[config.mk]
export PLATFORM = sky130hd
export DESIGN_NAME = vram_arbiter_flat
export DESIGN_NICKNAME = d
export VERILOG_FILES = /design/src/rtl/vga_pkg.sv /design/src/rtl/vram_arbiter_if.sv /design/src/rtl/vram_fetch_addr.sv /design/src/rtl/vram_arbiter.sv /design/src/flat_wrapper.sv
export SDC_FILE = /design/constraint.sdc
export NUM_CORES = 1
export LEC_CHECK = 0
export CORE_MARGIN = 2
export CORE_UTILIZATION = 40
export DETAILED_ROUTE_END_ITERATION = 7
export GPL_TIMING_DRIVEN = 0
export PLACE_DENSITY_LB_ADDON = 0.1
export SLEW_MARGIN = 30
export SYNTH_ARGS = -nofsm -noshare
export SYNTH_HDL_FRONTEND = slang
export SYNTH_SLANG_ARGS = --single-unit
[constraint.sdc]
create_clock -name CLK_50 -period 3.5 [get_ports CLK_50]
set_input_delay 0.35 -clock CLK_50 [delete_from_list [all_inputs] [get_ports CLK_50]]
set_output_delay 0.35 -clock CLK_50 [all_outputs]
set_load 0.02 [all_outputs]
[src/rtl/vga_pkg.sv]
// rtl/vga_pkg.sv - shared state type and scan-geometry helpers for the video RAM arbiter
package vga_pkg;

    typedef enum logic [2:0] {
        IDLE,
        DISP_RD,
        DISP_CAP,
        CPU_ACC,
        CPU_CAP
    } arb_state_t;

    localparam int V_TOTAL_DEFAULT = 525;

    // log2 of screen pixels covered by one memory word
    function automatic int ppw_log2(input int data_width, input int bits_per_mem_px_x);
        return $clog2(data_width) + bits_per_mem_px_x;
    endfunction

    // screen pixels covered by one memory word
    function automatic int ppw(input int data_width, input int bits_per_mem_px_x);
        return 1 << ppw_log2(data_width, bits_per_mem_px_x);
    endfunction

    // width in screen pixels of the framebuffer area
    function automatic int h_active(input int words_per_row, input int data_width,
                                    input int bits_per_mem_px_x);
        return words_per_row * ppw(data_width, bits_per_mem_px_x);
    endfunction

    // line that follows y, wrapping at the end of the frame
    function automatic logic [9:0] next_line(input logic [9:0] y, input int v_total);
        return (32'(y) == 32'(v_total - 1)) ? 10'd0 : y + 10'd1;
    endfunction

endpackage

[src/rtl/vram_arbiter_if.sv]
// rtl/vram_arbiter_if.sv - CPU request/ack port and video RAM port bundle
interface vram_arbiter_if #(
    parameter int DATA_WIDTH = 16,
    parameter int ADDR_WIDTH = 8
);
    logic                  cpu_req;
    logic                  cpu_we;
    logic [ADDR_WIDTH-1:0] cpu_addr;
    logic [DATA_WIDTH-1:0] cpu_wdata;
    logic                  cpu_ack;
    logic [DATA_WIDTH-1:0] cpu_rdata;
    logic [ADDR_WIDTH-1:0] mem_addr;
    logic                  mem_we;
    logic [DATA_WIDTH-1:0] mem_wdata;
    logic [DATA_WIDTH-1:0] mem_rdata;

    // arbiter side: serves the CPU, drives the RAM
    modport master (
        input  cpu_req, cpu_we, cpu_addr, cpu_wdata, mem_rdata,
        output cpu_ack, cpu_rdata, mem_addr, mem_we, mem_wdata
    );

    // environment side: CPU requester and RAM
    modport slave (
        output cpu_req, cpu_we, cpu_addr, cpu_wdata, mem_rdata,
        input  cpu_ack, cpu_rdata, mem_addr, mem_we, mem_wdata
    );
endinterface

[src/rtl/vram_fetch_addr.sv]
// rtl/vram_fetch_addr.sv - word-boundary detection and next-word address from the pixel counters
module vram_fetch_addr
    import vga_pkg::*;
#(
    parameter int DATA_WIDTH              = 16,
    parameter int ADDR_WIDTH              = 8,
    parameter int BITS_PER_MEMORY_PIXEL_X = 4,
    parameter int BITS_PER_MEMORY_PIXEL_Y = 4,
    parameter int WORDS_PER_ROW           = 2,
    parameter int ROWS                    = 24,
    parameter int FB_BASE                 = 0,
    parameter int V_TOTAL                 = V_TOTAL_DEFAULT
) (
    input  logic [9:0]            pixel_x,
    input  logic [9:0]            pixel_y,
    output logic [ADDR_WIDTH-1:0] tgt_addr,
    output logic                  tgt_valid,
    output logic                  word_start,
    output logic                  word_end
);

    localparam int PPW_LOG2 = ppw_log2(DATA_WIDTH, BITS_PER_MEMORY_PIXEL_X);
    localparam int PPW      = 1 << PPW_LOG2;
    localparam int H_ACTIVE = h_active(WORDS_PER_ROW, DATA_WIDTH, BITS_PER_MEMORY_PIXEL_X);

    logic [31:0] x_ext;
    logic [31:0] col_cur;
    logic [31:0] tgt_row;
    logic [31:0] tgt_col;
    logic [9:0]  y_next;
    logic        in_active;

    // The target is the word displayed after the current one: the next column on
    // this row, or column 0 of the following line's row. The same target is used
    // for the fetch at the start of a word and the swap at its end, so words
    // outside the displayed rows are neither fetched nor swapped in.
    always_comb begin
        x_ext      = 32'(pixel_x);
        col_cur    = x_ext >> PPW_LOG2;
        y_next     = next_line(pixel_y, V_TOTAL);
        in_active  = x_ext < 32'(H_ACTIVE);
        word_start = in_active && ((x_ext & 32'(PPW - 1)) == 32'd0);
        word_end   = in_active && ((x_ext & 32'(PPW - 1)) == 32'(PPW - 1));
        if (col_cur + 32'd1 < 32'(WORDS_PER_ROW)) begin
            tgt_row = 32'(pixel_y) >> BITS_PER_MEMORY_PIXEL_Y;
            tgt_col = col_cur + 32'd1;
        end else begin
            tgt_row = 32'(y_next) >> BITS_PER_MEMORY_PIXEL_Y;
            tgt_col = 32'd0;
        end
        tgt_valid = tgt_row < 32'(ROWS);
        tgt_addr  = ADDR_WIDTH'(32'(FB_BASE) + tgt_row * 32'(WORDS_PER_ROW) + tgt_col);
    end

endmodule

[src/rtl/vram_arbiter.sv]
// rtl/vram_arbiter.sv - display-prefetch / CPU arbiter for the single-port video RAM (option: VRAM_ARB_MISS_DETECT_EN)
module vram_arbiter
    import vga_pkg::*;
#(
    parameter int DATA_WIDTH              = 16,
    parameter int ADDR_WIDTH              = 8,
    parameter int BITS_PER_MEMORY_PIXEL_X = 4,
    parameter int BITS_PER_MEMORY_PIXEL_Y = 4,
    parameter int WORDS_PER_ROW           = 2,
    parameter int ROWS                    = 24,
    parameter int FB_BASE                 = 0,
    parameter int V_TOTAL                 = V_TOTAL_DEFAULT
) (
    input  logic                  CLK_50,
    input  logic                  RESET_N,
    input  logic [9:0]            pixel_x,
    input  logic [9:0]            pixel_y,
    vram_arbiter_if.master        bus,
    output logic [DATA_WIDTH-1:0] pixel_word,
    output logic                  fetch_miss
);

    arb_state_t            state_q, state_d;
    logic [ADDR_WIDTH-1:0] mem_addr_q, mem_addr_d;
    logic                  mem_we_q, mem_we_d;
    logic [DATA_WIDTH-1:0] mem_wdata_q, mem_wdata_d;
    logic                  op_we_q, op_we_d;
    logic                  cpu_ack_q, cpu_ack_d;
    logic [DATA_WIDTH-1:0] cpu_rdata_q, cpu_rdata_d;
    logic [DATA_WIDTH-1:0] shadow_q, shadow_d;
    logic                  shadow_valid_q, shadow_valid_d;
    logic                  disp_pending_q, disp_pending_d;
    logic [ADDR_WIDTH-1:0] disp_addr_q, disp_addr_d;
    logic [DATA_WIDTH-1:0] pixel_word_q, pixel_word_d;
`ifdef VRAM_ARB_MISS_DETECT_EN
    logic                  fetch_miss_q, fetch_miss_d;
`endif

    logic [ADDR_WIDTH-1:0] tgt_addr;
    logic                  tgt_valid;
    logic                  word_start;
    logic                  word_end;
    logic                  fetch_trig;
    logic                  swap;

    vram_fetch_addr #(
        .DATA_WIDTH              (DATA_WIDTH),
        .ADDR_WIDTH              (ADDR_WIDTH),
        .BITS_PER_MEMORY_PIXEL_X (BITS_PER_MEMORY_PIXEL_X),
        .BITS_PER_MEMORY_PIXEL_Y (BITS_PER_MEMORY_PIXEL_Y),
        .WORDS_PER_ROW           (WORDS_PER_ROW),
        .ROWS                    (ROWS),
        .FB_BASE                 (FB_BASE),
        .V_TOTAL                 (V_TOTAL)
    ) u_fetch_addr (
        .pixel_x    (pixel_x),
        .pixel_y    (pixel_y),
        .tgt_addr   (tgt_addr),
        .tgt_valid  (tgt_valid),
        .word_start (word_start),
        .word_end   (word_end)
    );

    assign fetch_trig = word_start && tgt_valid;
    assign swap       = word_end && tgt_valid;

    // Next-state, RAM-port, CPU-response and display-buffer logic. The trigger is
    // looked at directly in IDLE so a CPU request arriving on the trigger cycle
    // still loses to the display read.
    always_comb begin
        state_d        = state_q;
        mem_addr_d     = mem_addr_q;
        mem_we_d       = 1'b0;
        mem_wdata_d    = mem_wdata_q;
        op_we_d        = op_we_q;
        cpu_ack_d      = 1'b0;
        cpu_rdata_d    = cpu_rdata_q;
        shadow_d       = shadow_q;
        shadow_valid_d = shadow_valid_q;
        disp_pending_d = disp_pending_q || fetch_trig;
        disp_addr_d    = fetch_trig ? tgt_addr : disp_addr_q;
        pixel_word_d   = pixel_word_q;
`ifdef VRAM_ARB_MISS_DETECT_EN
        fetch_miss_d   = fetch_miss_q;
`endif

        case (state_q)
            IDLE: begin
                if (disp_pending_q || fetch_trig) begin
                    state_d    = DISP_RD;
                    mem_addr_d = fetch_trig ? tgt_addr : disp_addr_q;
                end else if (bus.cpu_req && !cpu_ack_q) begin
                    state_d    = CPU_ACC;
                    mem_addr_d = bus.cpu_addr;
                    mem_we_d   = bus.cpu_we;
                    op_we_d    = bus.cpu_we;
                    if (bus.cpu_we) begin
                        mem_wdata_d = bus.cpu_wdata;
                    end
                end
            end
            DISP_RD: begin
                state_d = DISP_CAP;
            end
            DISP_CAP: begin
                state_d        = IDLE;
                shadow_d       = bus.mem_rdata;
                shadow_valid_d = 1'b1;
                disp_pending_d = fetch_trig;
            end
            CPU_ACC: begin
                state_d = CPU_CAP;
            end
            CPU_CAP: begin
                state_d   = IDLE;
                cpu_ack_d = 1'b1;
                if (!op_we_q) begin
                    cpu_rdata_d = bus.mem_rdata;
                end
            end
            default: begin
                state_d = IDLE;
            end
        endcase

        if (swap) begin
            shadow_valid_d = 1'b0;
            if (shadow_valid_q) begin
                pixel_word_d = shadow_q;
            end
`ifdef VRAM_ARB_MISS_DETECT_EN
            else begin
                fetch_miss_d = 1'b1;
            end
`endif
        end
    end

    // State and datapath registers; reset abandons any access in flight.
    always_ff @(posedge CLK_50 or negedge RESET_N) begin
        if (!RESET_N) begin
            state_q        <= IDLE;
            mem_addr_q     <= '0;
            mem_we_q       <= 1'b0;
            mem_wdata_q    <= '0;
            op_we_q        <= 1'b0;
            cpu_ack_q      <= 1'b0;
            cpu_rdata_q    <= '0;
            shadow_q       <= '0;
            shadow_valid_q <= 1'b0;
            disp_pending_q <= 1'b0;
            disp_addr_q    <= '0;
            pixel_word_q   <= '0;
        end else begin
            state_q        <= state_d;
            mem_addr_q     <= mem_addr_d;
            mem_we_q       <= mem_we_d;
            mem_wdata_q    <= mem_wdata_d;
            op_we_q        <= op_we_d;
            cpu_ack_q      <= cpu_ack_d;
            cpu_rdata_q    <= cpu_rdata_d;
            shadow_q       <= shadow_d;
            shadow_valid_q <= shadow_valid_d;
            disp_pending_q <= disp_pending_d;
            disp_addr_q    <= disp_addr_d;
            pixel_word_q   <= pixel_word_d;
        end
    end

`ifdef VRAM_ARB_MISS_DETECT_EN
    // Sticky underrun flag, cleared only by reset.
    always_ff @(posedge CLK_50 or negedge RESET_N) begin
        if (!RESET_N) begin
            fetch_miss_q <= 1'b0;
        end else begin
            fetch_miss_q <= fetch_miss_d;
        end
    end

    assign fetch_miss = fetch_miss_q;
`else
    assign fetch_miss = 1'b0;
`endif

    assign bus.mem_addr  = mem_addr_q;
    assign bus.mem_we    = mem_we_q;
    assign bus.mem_wdata = mem_wdata_q;
    assign bus.cpu_ack   = cpu_ack_q;
    assign bus.cpu_rdata = cpu_rdata_q;
    assign pixel_word    = pixel_word_q;

endmodule

[src/flat_wrapper.sv]
// flat-port wrapper written by rule: the top's interface ports become plain ports
module vram_arbiter_flat import vga_pkg::*;
#(
    parameter int DATA_WIDTH              = 16,
    parameter int ADDR_WIDTH              = 8,
    parameter int BITS_PER_MEMORY_PIXEL_X = 4,
    parameter int BITS_PER_MEMORY_PIXEL_Y = 4,
    parameter int WORDS_PER_ROW           = 2,
    parameter int ROWS                    = 24,
    parameter int FB_BASE                 = 0,
    parameter int V_TOTAL                 = V_TOTAL_DEFAULT
)
  (CLK_50, RESET_N, pixel_x, pixel_y, pixel_word, fetch_miss, bus_cpu_req, bus_cpu_we, bus_cpu_addr, bus_cpu_wdata, bus_mem_rdata, bus_cpu_ack, bus_cpu_rdata, bus_mem_addr, bus_mem_we, bus_mem_wdata);
  vram_arbiter_if #(.DATA_WIDTH(DATA_WIDTH), .ADDR_WIDTH(ADDR_WIDTH)) bus_i ();
  input  logic CLK_50;
  input  logic RESET_N;
  input  logic [9:0] pixel_x;
  input  logic [9:0] pixel_y;
  output logic [DATA_WIDTH-1:0] pixel_word;
  output logic fetch_miss;
  input wire logic [$bits(bus_i.cpu_req)-1:0] bus_cpu_req;
  input wire logic [$bits(bus_i.cpu_we)-1:0] bus_cpu_we;
  input wire logic [$bits(bus_i.cpu_addr)-1:0] bus_cpu_addr;
  input wire logic [$bits(bus_i.cpu_wdata)-1:0] bus_cpu_wdata;
  input wire logic [$bits(bus_i.mem_rdata)-1:0] bus_mem_rdata;
  output wire logic [$bits(bus_i.cpu_ack)-1:0] bus_cpu_ack;
  output wire logic [$bits(bus_i.cpu_rdata)-1:0] bus_cpu_rdata;
  output wire logic [$bits(bus_i.mem_addr)-1:0] bus_mem_addr;
  output wire logic [$bits(bus_i.mem_we)-1:0] bus_mem_we;
  output wire logic [$bits(bus_i.mem_wdata)-1:0] bus_mem_wdata;
  assign bus_i.cpu_req = bus_cpu_req;
  assign bus_i.cpu_we = bus_cpu_we;
  assign bus_i.cpu_addr = bus_cpu_addr;
  assign bus_i.cpu_wdata = bus_cpu_wdata;
  assign bus_i.mem_rdata = bus_mem_rdata;
  assign bus_cpu_ack = bus_i.cpu_ack;
  assign bus_cpu_rdata = bus_i.cpu_rdata;
  assign bus_mem_addr = bus_i.mem_addr;
  assign bus_mem_we = bus_i.mem_we;
  assign bus_mem_wdata = bus_i.mem_wdata;
  vram_arbiter #(.DATA_WIDTH(DATA_WIDTH), .ADDR_WIDTH(ADDR_WIDTH), .BITS_PER_MEMORY_PIXEL_X(BITS_PER_MEMORY_PIXEL_X), .BITS_PER_MEMORY_PIXEL_Y(BITS_PER_MEMORY_PIXEL_Y), .WORDS_PER_ROW(WORDS_PER_ROW), .ROWS(ROWS), .FB_BASE(FB_BASE), .V_TOTAL(V_TOTAL)) u_core (.CLK_50(CLK_50), .RESET_N(RESET_N), .pixel_x(pixel_x), .pixel_y(pixel_y), .bus(bus_i), .pixel_word(pixel_word), .fetch_miss(fetch_miss));
endmodule
==> summary.md, run 1 <==
| Metric | Value |
|---|---|
| Outcome | `completed` |
| Critical Path Max Stage Delay | `about 0.57 ns` |
| Synthesized area | `~0.0039 mm^2` |
| Routed len/inst | `16.02 um` |
| Final Hold Viols | `0` |
| Proportion of synthesized area in mux cells | `20.86%` |
| Worst hold path type | `primary input to asynchronous set/reset pin` |
| Post-CTS sizing | `0` |
| Setup TNS | `0 ns` |
| Critical path class | `primary input to register` |
| Clk buf depth | `2` |
| Largest net degree at the start of global routing | `63` |
| TritonCTS sink count | `between 80 and 90` |
| Number of routed nets with antenna violations | `0` |
| Hold_ws | `0.4313 ns` |
| Critical path cell sequence | `clkdlybuf4s50_1 > inv_1 > ha_1 > nand4b_2 > o41a_1 > o2111a_1 > buf_6 > a211oi_4 > buf_12 > mux2_4` |
| Final setup fails | `0` |
| Commonest non-fill, non-tap cell in the layout | `clkdlybuf4s50_1` |
| Pwr/cell area | `705.9 mW/mm^2` |
| WL final | `8.891 mm` |
| Slew margin rel. | `roughly 44%` |
| Combinational family with the most area after synthesis | `multiplexers` |
| Sequential area share after synthesis | `a little under three fifths` |
| I/O Buffers | `121` |
| Post-Synth Simple-Gate Area | `9.076%` |
| CTS buffer count | `9` |
| Vias in the first global route | `2932` |
| Critical Path End Type | `register` |
| Die area | `roughly 0.011 mm^2` |
| Post-synth EDFFs | `0` |
| Startpoint types | `primary input` |
| RSZ-0062 raised after global routing | `false` |
| Achievable Freq | `0.3210 GHz` |
| Antenna Cells | `0` |
| Final Net Count | `490` |
| Register bit total from synthesis | `88` |
| Power, Total | `around 3.9 mW` |
| Max Transition Viols Final | `0` |
| Peak VDD IR | `0.3577 mV` |
| Area of the core | `between 0.009 and 0.01 mm^2` |
| Final worst clock skew | `between 0.01 and 0.015 ns` |
| Residual DRC | `0` |
| Max_cap viols | `0` |
| Hold-fix buffers, CTS | `1` |
| Die Wd | `102.6 um` |
| Global-route wire length before repair | `14.50 mm` |
| FILL cells | `813` |
| Layout cells sized above 1 | `22.30%` |
| Postcts setup bufs | `0` |
| Most used DFF post-synth | `dfrtp_1` |
| Vias/cell | `5.040` |
| Vias | `2797` |
| Synth-to-layout area growth | `41.81%` |
| Compound-cell area share of the yosys netlist | `7.692%` |
| Worst Path Buf+Inv | `4` |
| DR iter-0 viols | `85` |
| Post-synthesis cell type count | `53` |
| Leak | `2.367 nW` |
| Dpl cells | `around 540` |
| Final period util | `89.02%` |
| CTS tree | `built` |
| Worst-path fanout max | `10` |
| I/O pins | `123` |
| Max stage delay cell, worst path | `a211oi_4` |
| Min Tclk post-route | `3.116 ns` |
| Detail Placement HPWL | `6.460 mm` |
| Commonest cells after routing, fill and taps aside | `clkdlybuf4s50_1 (120), dfrtp_1 (88), mux2_2 (60)` |
| Worst slew pin tran | `0.8360 ns` |
| Clock-pin slew on the worst setup and hold paths | `0.09 ns` |
| Net count after synthesis | `356` |
| Routability congestion estimate from global placement | `0.8165` |
| Root buf cell | `clkbuf_8` |
| Worst-Skew Late Latency | `between 0.3 and 0.4 ns` |
| Die H | `102.6 um` |
| GR Util All Layers | `17.89%` |
| Crit-path leading delay family | `compound AO/OA/AOI/OAI gates` |
| TritonRoute pass-1 iters | `4` |
| Avg Cell Area, Syn | `13.55 um^2` |
| H-tree Lvls | `3` |
| Worst endpoint required time | `3.74 ns` |
| Synth Area in XOR/XNOR | `1.126%` |
| Antenna violations before repair | `0` |
| Yosys warnings | `0` |
| WP data arrival | `3.36 ns` |
| Row cnt | `35` |
| Post-synthesis async set-or-reset flop share | `100.0%` |
| Post-Syn Instances | `287` |
| Synth Area in Adders | `2.060%` |
| Grt ovf | `0` |
| Non-filler cells, final | `roughly 560` |
| Starting density of the core | `around two fifths` |
[flip-flops by register name (all words and copies together) (netlist names)]
register / count
u_core.disp_addr_q: 8
u_core.bus.cpu_rdata: 16
u_core.bus.mem_addr: 8
u_core.pixel_word: 16
u_core.bus.mem_we: 1
u_core.bus.mem_wdata: 16
u_core.bus.cpu_ack: 1
u_core.disp_pending_q: 1
u_core.op_we_q: 1
u_core.shadow_q: 16
u_core.shadow_valid_q: 1
u_core.state_q: 3
[area by class of cell]
cell class	count	area [um^2]	share of cell area [%]
buffer	12	72.57	1.316
clock buffer	10	137.6	2.497
clock inverter	6	76.32	1.384
inverter	6	22.52	0.4085
multi-input combinational	181	1590	28.85
sequential	88	2202	39.95
tap	129	161.4	2.928
timing repair buffer	123	1250	22.67
[per-layer routing]
| metal | share of wire [%] | vias to the layer above | wire [um] | GRT usage (%) |
|---|---|---|---|---|
| met1 | 45 | 1371 | 4021 | 24.06 |
| met3 | 6.7 | 11 | 598 | 4.949 |
| met2 | 47 | 91 | 4152 | 27.90 |
| met4 | 1.3 | 0 | 119 | 6.462 |
| met5 | 0 | - | 0 | 0 |
| li1 | - | 1324 | - | - |
[through the flow]
stage               setup slack [ns]  utilization (%)  instance area [um^2]
floorplan                     0.9062                -                  3887
global placement              -1.151            56.39                  5260
detailed placement          -0.01515            56.70                  5289
CTS                           0.3797            59.10                  5513
global route                  0.2409            59.10                  5513
finish                        0.3845            59.10                  5513
[synth_stat cells, drive strengths merged, types with 2 or more instances]
library cell | count | area share [%]
a21oi | 9 | 1.2
nor3b | 2 | 0.39
o21ai | 2 | 0.26
a221o | 3 | 0.77
o311a | 2 | 0.51
and2 | 5 | 0.80
nand2 | 8 | 0.77
nor3 | 3 | 0.39
and3 | 3 | 0.48
and4 | 3 | 0.68
a211oi | 3 | 0.90
nor2b | 2 | 0.32
inv | 5 | 0.48
mux2 | 69 | 21
o22ai | 7 | 1.1
nand4 | 5 | 0.97
buf | 5 | 1.2
or4 | 2 | 0.39
dfrtp | 88 | 57
o22a | 2 | 0.45
ha | 4 | 1.3
xnor2 | 4 | 0.90
and3b | 2 | 0.45
nand2b | 4 | 0.64
nor2 | 16 | 1.5
or3 | 2 | 0.32
clkbuf | 7 | 0.68
[power breakdown]
group / internal, mW / switching, mW
Combinational: 0.881 / 0.718
Sequential: 1.37 / 0.185
Clock: 0.361 / 0.380
Total: 2.61 / 1.28
[kinds of logic (layout without fill, tap and decap cells)]
group / count (synthesis) / after routing
AOI/OAI and AO/OA: 39 / 39
xor gates and xnor gates: 5 / 5
adders and majority gates: 6 / 6
buffers and inverters: 18 / 157
DFF: 88 / 88
muxes: 69 / 69
other: 1 / 1
and+or+nand+nor: 61 / 61
[final timing paths]
kind / startpoint / endpoint / slack, ns / cells past startpoint
max in group asynchronous: RESET_N / u_core.bus.cpu_rdata[4] / 2.49 / 3
hold / removal: RESET_N / u_core.disp_addr_q[2] / 0.43 / 2
hold reg to reg: u_core.shadow_q[12] / u_core.pixel_word[12] / 0.49 / 1
setup / recovery: pixel_x[9] / u_core.bus.mem_wdata[8] / 0.38 / 10
min in group CLK_50: u_core.shadow_q[12] / u_core.pixel_word[12] / 0.49 / 1
setup reg to reg: u_core.state_q[2] / u_core.bus.mem_wdata[8] / 0.99 / 5
(Power assumes the default switching activity.)
==> inputs of run 2 (changes only) <==
--- a/config.mk
+++ b/config.mk
@@ -9,7 +9,8 @@
 export CORE_UTILIZATION = 40
 export DETAILED_ROUTE_END_ITERATION = 7
 export GPL_TIMING_DRIVEN = 0
-export PLACE_DENSITY_LB_ADDON = 0.1
+export PLACE_DENSITY = 0.82
+export REMOVE_ABC_BUFFERS = 1
 export SLEW_MARGIN = 30
 export SYNTH_ARGS = -nofsm -noshare
 export SYNTH_HDL_FRONTEND = slang
==> run 2 against run 1 <==
Compared with the run above: cell area is 1.2% lower; setup slack worse by 0.15 ns; routed wire length is 2.9% lower; sequential share of layout area is 0.48 points higher; largest cell class unchanged; highest routed layer unchanged.
==> summary.md, run 2 (synthesis gave the netlist of run 1 again) <==
| Metric | Value |
|---|---|
| Routability congestion estimate from global placement | `0.8131` |
| Worst endpoint required time | `3.74 ns` |
| Final Net Count | `between 400 and 500` |
| Power, Total | `3.784 mW` |
| Postcts setup bufs | `0` |
| GR Util All Layers | `about 17%` |
| Die Wd | `102.6 um` |
| TritonCTS sink count | `88` |
| Largest net degree at the start of global routing | `52` |
| DR iter-0 viols | `64` |
| H-tree Lvls | `3` |
| Residual DRC | `0` |
| R2r worst-path depth | `5` |
| Vias | `2777` |
| Final Hold Viols | `0` |
| Pwr/cell area | `694.6 mW/mm^2` |
| Max Transition Viols Final | `0` |
| WP data arrival | `3.50 ns` |
| I/O pins | `123` |
| Clk buf depth | `2` |
| Final period util | `around 93%` |
| Min Tclk post-route | `~3.3 ns` |
| Worst-Skew Late Latency | `0.34 ns` |
| Commonest non-fill, non-tap cell in the layout | `clkdlybuf4s50_1` |
| Clock-pin slew on the worst setup and hold paths | `0.09 ns` |
| WL final | `8.633 mm` |
| Root buf cell | `clkbuf_8` |
| Routed len/inst | `15.78 um` |
| Critical path class | `primary input to register` |
| Dpl cells | `529` |
| Worst slew pin tran | `0.9109 ns` |
| Die area | `0.01052 mm^2` |
| Starting density of the core | `approximately two fifths` |
| Synth-to-layout area growth | `40.14%` |
| Max_cap viols | `0` |
| Worst-path fanout max | `18` |
| Vias/cell | `a little over 5` |
| Post-CTS sizing | `0` |
| TritonRoute pass-1 iters | `4` |
| Detail Placement HPWL | `6.359 mm` |
| Slew margin rel. | `39.21%` |
| Worst hold path type | `primary input to asynchronous set/reset pin` |
| Layout cells sized above 1 | `23.68%` |
| Critical Path End Type | `register` |
| Vias in the first global route | `about 3000` |
| Achievable Freq | `just over 0.3 GHz` |
| Global-route wire length before repair | `13.90 mm` |
| Antenna Cells | `0` |
| FILL cells | `slightly below 800` |
| Die H | `102.6 um` |
| CTS buffer count | `9` |
| Grt ovf | `0` |
| Outcome | `completed` |
| Non-filler cells, final | `547` |
| CTS tree | `built` |
| Number of routed nets with antenna violations | `0` |
| Setup TNS | `0 ns` |
| Final setup fails | `0` |
| Fin util | `58.40%` |
| Antenna violations before repair | `0` |
| Final worst clock skew | `0.009240 ns` |
| Area of the core | `0.009328 mm^2` |
| Peak VDD IR | `0.4607 mV` |
| Leak | `between 2 and 2.5 nW` |
| Startpoint types | `primary input` |
| Row cnt | `35` |
| Commonest cells after routing, fill and taps aside | `clkdlybuf4s50_1 (120), dfrtp_1 (88), mux2_2 (60)` |
| I/O Buffers | `121` |
| RSZ-0062 raised after global routing | `false` |
run 2: changes by cell type in the layout (fill, tap and decap cells not counted), moves of 2 or more:
cell | before | now
buf_1 | 2 | 0
clkbuf_1 | 7 | 1
clkinv_4 | 3 | 0
clkinvlp_4 | 0 | 4
nor2_1 | 16 | 14
nor2_2 | 0 | 2
run 2: where the power goes:
| part | internal [mW] | leakage [nW] | switching, mW |
|---|---|---|---|
| clock | 0.259 | 0.0749 | 0.360 |
| combinational | 0.885 | 1.16 | 0.721 |
| sequential | 1.37 | 1.10 | 0.192 |
run 2: stage by stage:
stage	cell area, um^2	hold WS [ns]	setup WS, ns
global placement	5187	0.4723	-1.042
CTS	5436	0.4616	0.005351
finish	5448	0.4632	0.2367
detailed placement	5255	0.2774	-0.3843
floorplan	3815	0.05441	0.6057
global route	5448	0.4741	0.1285
run 2: worst paths after layout:
path	start	endpoint	slack [ns]
max in group asynchronous	RESET_N	u_core.pixel_word[15]	2.48
min	RESET_N	u_core.bus.mem_addr[7]	0.46
max	pixel_x[9]	u_core.bus.mem_wdata[0]	0.24
min in group CLK_50	u_core.disp_addr_q[6]	u_core.disp_addr_q[6]	0.50
max reg2reg	u_core.state_q[2]	u_core.bus.mem_wdata[0]	0.98
min reg2reg	u_core.disp_addr_q[6]	u_core.disp_addr_q[6]	0.50
run 2: worst max-delay path, cell delays in order:
cell and delay (ns):
clkdlybuf4s50_1 0.53, inv_1 0.08, ha_1 0.25, nand4b_2 0.27
o41a_1 0.36, o2111a_1 0.51, a211oi_4 0.55, buf_6 0.24
mux2_2 0.35
run 2: final cells by class:
type	instances	area, um^2	share of cell area [%]
Clock buffer	10	127.6	2.343
Timing Repair Buffer	127	1287	23.63
Tap cell	129	161.4	2.963
Sequential cell	88	2202	40.42
Clock inverter	6	43.79	0.8039
Multi-Input combinational cell	181	1603	29.42
Inverter	6	22.52	0.4134
run 2: metal layers:
layer,global-route usage [%],part of all wire [%],vias to the layer above
li1,-,-,1295
met1,20.49,41,1381
met2,29.06,51,88
met3,4.203,6.1,13
met4,7.179,1.7,0
met5,0,0,-
run 2: repair_timing:
| item | in CTS | in global routing |
|---|---|---|
| hold buffers | 1 | 0 |
| endpoints found under the setup margin | 3 | 0 |
| endpoints found under the hold margin | 37 | 0 |
==> inputs of run 3 (changes only) <==
--- a/config.mk
+++ b/config.mk
@@ -8,6 +8,7 @@
 export CORE_MARGIN = 2
 export CORE_UTILIZATION = 40
 export DETAILED_ROUTE_END_ITERATION = 7
+export GPL_ROUTABILITY_DRIVEN = 0
 export GPL_TIMING_DRIVEN = 0
 export PLACE_DENSITY = 0.82
 export REMOVE_ABC_BUFFERS = 1
==> results of run 3 <==
The final DEF is identical to that of run 2; final timing and power are the same.
